==> config.mk <==
export PLATFORM = sky130hd
export DESIGN_NAME = xmint_arb_mux
export DESIGN_NICKNAME = d
export VERILOG_FILES = /design/src/rtl/xmint_arb_mux.sv
export SDC_FILE = /design/constraint.sdc
export NUM_CORES = 1
export LEC_CHECK = 0
export ABC_AREA = 1
export ABC_CLOCK_PERIOD_IN_PS = 5900
export CORE_ASPECT_RATIO = 0.75
export CORE_MARGIN = 10
export CORE_UTILIZATION = 35
export DETAILED_ROUTE_END_ITERATION = 16
export HOLD_SLACK_MARGIN = 0.08
export PLACE_DENSITY = 0.72
export SETUP_SLACK_MARGIN = 0.5
export SYNTH_ARGS = -nofsm -noshare
export SYNTH_HDL_FRONTEND = slang
export SYNTH_SLANG_ARGS = --single-unit
==> constraint.sdc <==
create_clock -name clk -period 5.9 [get_ports clk]
set_clock_uncertainty 0.15 [all_clocks]
set_input_delay 1.77 -clock clk [delete_from_list [all_inputs] [get_ports clk]]
set_output_delay 1.77 -clock clk [all_outputs]
set_load 0.05 [all_outputs]
==> src/rtl/xmint_arb_mux.sv <==
// rtl/xmint_arb_mux.sv - N-channel packet-locking arbiter/mux with a single registered output stage
module xmint_arb_mux #(
  parameter int N              = 3,
  parameter int MUX_DATA_WIDTH = 32,
  parameter int ARB_MODE       = 1,
  localparam int SEL_W         = $clog2(N)
) (
  input  logic                                clk,
  input  logic                                rst,
  input  logic [N-1:0]                        in_valid,
  input  logic [N-1:0][MUX_DATA_WIDTH-1:0]    in_data,
  input  logic [N-1:0]                        in_last,
  output logic [N-1:0]                        in_ready,
  output logic                                out_valid,
  output logic [MUX_DATA_WIDTH-1:0]           out_data,
  output logic                                out_last,
  output logic [SEL_W-1:0]                    out_sel,
  input  logic                                out_ready
);

  localparam logic [0:0]       ST_UNLOCKED = 1'b0;
  localparam logic [0:0]       ST_LOCKED   = 1'b1;
  localparam logic [SEL_W-1:0] LAST_CH     = SEL_W'(N - 1);

  logic [0:0]                r_state;
  logic [SEL_W-1:0]          r_lock_ch;
  logic [SEL_W-1:0]          r_ptr;
  logic                      r_out_valid;
  logic [MUX_DATA_WIDTH-1:0] r_out_data;
  logic                      r_out_last;
  logic [SEL_W-1:0]          r_out_sel;

  logic                      w_load_en;
  logic                      w_found;
  logic [SEL_W-1:0]          w_gidx;
  logic [N-1:0]              w_grant;
  logic                      w_accept;
  logic                      w_last;
  int                        w_idx;

  assign w_load_en = !r_out_valid || out_ready;

  // Pick the granted channel: the lock owner while locked, otherwise first valid from r_ptr upward
  // (scanning downward in priority so the last assignment is the nearest channel to r_ptr).
  always_comb begin
    w_found = 1'b0;
    w_gidx  = '0;
    w_idx   = 0;
    if (r_state == ST_LOCKED) begin
      w_found = in_valid[r_lock_ch];
      w_gidx  = r_lock_ch;
    end else begin
      for (int k = N - 1; k >= 0; k--) begin
        w_idx = int'(r_ptr) + k;
        if (w_idx >= N) w_idx = w_idx - N;
        if (in_valid[w_idx]) begin
          w_found = 1'b1;
          w_gidx  = SEL_W'(w_idx);
        end
      end
    end
  end

  // One-hot grant and ready; nothing is accepted while reset is asserted.
  always_comb begin
    w_grant = '0;
    if (w_found) w_grant[w_gidx] = 1'b1;
    in_ready = (!rst && w_load_en) ? w_grant : '0;
  end

  assign w_accept = w_found && w_load_en && !rst;
  assign w_last   = in_last[w_gidx];

  // Output register stage plus lock/pointer state updates.
  always_ff @(posedge clk) begin
    if (rst) begin
      r_out_valid <= 1'b0;
      r_out_data  <= '0;
      r_out_last  <= 1'b0;
      r_out_sel   <= '0;
      r_ptr       <= '0;
      r_lock_ch   <= '0;
      r_state     <= ST_UNLOCKED;
    end else begin
      if (w_load_en) begin
        if (w_accept) begin
          r_out_valid <= 1'b1;
          r_out_data  <= in_data[w_gidx];
          r_out_last  <= w_last;
          r_out_sel   <= w_gidx;
        end else begin
          r_out_valid <= 1'b0;
        end
      end
      if (w_accept) begin
        if (w_last) begin
          r_state <= ST_UNLOCKED;
          if (ARB_MODE == 1) begin
            r_ptr <= (w_gidx == LAST_CH) ? '0 : w_gidx + 1'b1;
          end
        end else begin
          r_state   <= ST_LOCKED;
          r_lock_ch <= w_gidx;
        end
      end
    end
  end

  assign out_valid = r_out_valid;
  assign out_data  = r_out_data;
  assign out_last  = r_out_last;
  assign out_sel   = r_out_sel;

endmodule

==> results.sh <==
export IMPL_outcome="finished, final reports clean"
export IMPL_drt_iter0_markers=227
export IMPL_std_cell_rows=28
export IMPL_routedWlPerCell_microns=14.88
export IMPL_antenna_left=0
export IMPL_grt_pass1_vias=3246
export IMPL_setup_worst_path_end_class="output pin"
export IMPL_gp_congestion=0.8799
export IMPL_synth_cells=434
export IMPL_p_per_area_nw_per_um2=613.0
export IMPL_cts_tree="built"
export IMPL_drive_gt1_share_pct=12.70
export IMPL_grt_usage_pct=16.07
export IMPL_nFillCells=765
export IMPL_insertion_delay_ns=0.29
export IMPL_finalPower_uw=2739
export IMPL_synthArstFlopShare_pct=0
export IMPL_dp_cells=663
export IMPL_min_period_over_period_pct=89.80
export IMPL_hold_depth=2
export IMPL_die_y_microns=97.90
export IMPL_drt_wl_total_mm=10.00
export IMPL_netlist_cell_type_count=30
export IMPL_clkTransAtPathRegs_ns=0.08
export IMPL_hold_violations=0
export IMPL_dp_hpwl_mm=7.789
export IMPL_numCtsBuffers=5
export IMPL_yosys_warnings=0
export IMPL_synth_main_ff_cell="dfxtp_1"
export IMPL_fin_crit_ns=5.298
export IMPL_worst_r2r_endpoint="out_data[8]$_SDFFE_PP0P_"
export IMPL_vias=3242
export IMPL_cts_root_buffer="clkbuf_8"
export IMPL_drc=0
export IMPL_startpoint_type="input pin"
export IMPL_synth_common_cells="nand2_1 (107), inv_1 (67), dfxtp_1 (41)"
export IMPL_postSynthAreaPerCell_sq_um=6.524
export IMPL_worstPathMaxFanout=3
export IMPL_tightest_slew_ns=0.8640
export IMPL_critical_path_class="input pin to output pin"
export IMPL_ir_worst_vdd_uv=301.3
export IMPL_grt_antenna_before_repair=0
export IMPL_cts_num_sinks=41
export IMPL_finalMaxSlewViolations=0
export IMPL_place_area_sq_um=4345
export IMPL_nNetsFinal=674
export IMPL_ys_seq_area_share_pct=28.99
export IMPL_num_antenna_cells=0
export IMPL_timing_rr_start="r_ptr[0]$_SDFFE_PP0P_"
export IMPL_firstDrtPassIters=4
export IMPL_die_area_sq_um=12130
export IMPL_hold_path_startpoint="out_last$_SDFFE_PP0P_"
export IMPL_worstRegToRegCells=15
export IMPL_max_cap_violations=0
export IMPL_synth_edff_count=0
export IMPL_grt_max_degree=46
export IMPL_r2r_slack_ns=2.72
export IMPL_finalSetupViolations=0
export IMPL_max_freq_mhz=188.7
export IMPL_leakage_uw=0.002019
export IMPL_rsz0062_at_grt="no"
export IMPL_syn_area_sq_um=2831
export IMPL_viasPerCell=4.824
export IMPL_coreArea_sq_um=7883
export IMPL_clockBufferDepth=2
export IMPL_start_util_pct=35.92
export IMPL_globalRoute_totalOverflow=0
export IMPL_ios=144
export IMPL_finalInstanceArea_sq_um=4468
export IMPL_worst_slew_margin_rel_pct=42.20
export IMPL_grt_pass1_wl_mm=16.08
export IMPL_cp_required_ns=3.98
export IMPL_netlist_area_leader_share_pct=28.99
export IMPL_portBuffers=143
export IMPL_yosys_register_bits=41
export IMPL_hold_end="out_last$_SDFFE_PP0P_"
export IMPL_arrival_ns=3.38
export IMPL_area_growth_synth_to_final_pct=57.80
export IMPL_min_path_type="register to register"
export IMPL_layout_cells_non_filler=672
export IMPL_yosysMostFrequentCell="nand2_1"
export IMPL_die_x_microns=123.9
export IMPL_finalSetupTns_ns=0
export IMPL_cts_htree_levels=2
export IMPL_synthTopCellsByArea="dfxtp_1 (29%), nand2_1 (14%), inv_1 (8.9%)"
export IMPL_yosysTopAreaCell="dfxtp_1"
export IMPL_syn_nets=542
## layer usage
metal	vias to the layer above	part of all wire (%)	track usage (%)
met3	8	11	7.250
met5	-	0	0
met2	132	46	26.31
met1	1431	42	19.03
met4	0	0.54	2.770
li1	1671	-	-
## worst max-delay path by stage
| stage | startpoint | end | slack [ns] |
|---|---|---|---|
| 4_1_cts | in_valid[1] | in_ready[0] | 0.52 |
| 2_1_floorplan | in_valid[2] | in_ready[0] | 0.59 |
| 5_1_grt | in_valid[0] | in_ready[0] | 0.51 |
| 3_3_place_gp | in_valid[2] | in_ready[0] | 0.41 |
| 3_5_place_dp | in_valid[2] | in_ready[0] | 0.34 |
| 6_report | in_valid[0] | in_ready[1] | 0.60 |
## layout make-up
| type | instances | area [sq um] | area share, % |
|---|---|---|---|
| timing repair buffer | 152 | 1530 | 34.25 |
| clock inverter | 3 | 17.52 | 0.3920 |
| inverter | 83 | 316.6 | 7.085 |
| multi-input combinational | 283 | 1583 | 35.42 |
| clock buffer | 5 | 68.82 | 1.540 |
| tap | 105 | 131.4 | 2.940 |
| sequential | 41 | 820.8 | 18.37 |
## repair_timing
action | in CTS | in global routing
pin swaps | 3 | 1
hold buffers | 0 | 0
setup endpoints to repair | 2 | 2
resized for setup | 6 | 5
setup buffers | 1 | 0
## through the flow
| stage | util [%] | hold WS [ns] | setup WS (ns) |
|---|---|---|---|
| after floorplan | - | 0.3117 | 0.5884 |
| final | 56.68 | 0.3418 | 0.6018 |
| after global placement | 55.13 | 0.3159 | 0.4127 |
| after CTS | 56.48 | 0.3428 | 0.5214 |
| after global routing | 56.68 | 0.3639 | 0.5090 |
| after detailed placement | 55.13 | 0.3253 | 0.3387 |
## state kept, by name, summed over array words and instances, names as in the netlist
signal	flops
out_data	32
out_last	1
out_sel	2
out_valid	1
r_lock_ch	2
r_ptr	2
r_state	1
## report_power, final
part           internal (uW)  switching (uW)  total [uW]
combinational            693            1370        2070
sequential               412            77.0         489
clock                   81.8             103         184
## cell usage in the layout (no fill, tap or decap), drive strengths merged, types with 11 or more instances in the layout
master / netlist / routed
clkdlybuf4s50: 0 / 138
nand2: 107 / 107
inv: 82 / 82
nand3: 42 / 42
dfxtp: 41 / 41
o21ai: 40 / 40
a21oi: 37 / 37
o211ai: 34 / 34
buf: 10 / 12
nor2: 11 / 11
## critical path, cell delays in order
cell,delay (ns)
clkdlybuf4s50_1,0.50
nand2_1,0.06
nand3_1,0.11
nand2_2,0.10
o211ai_1,0.24
nand3_2,0.16
a21oi_2,0.25
buf_12,0.18
## logic make-up after synthesis
group                      share of synthesized area, %
and+or+nand+nor                                   27.13
adders and majority gates                         1.326
DFF                                               28.99
buffers and inverters                             16.26
AOI/OAI and AO/OA                                 26.29
Note: power is estimated with default switching activity, not from simulation.
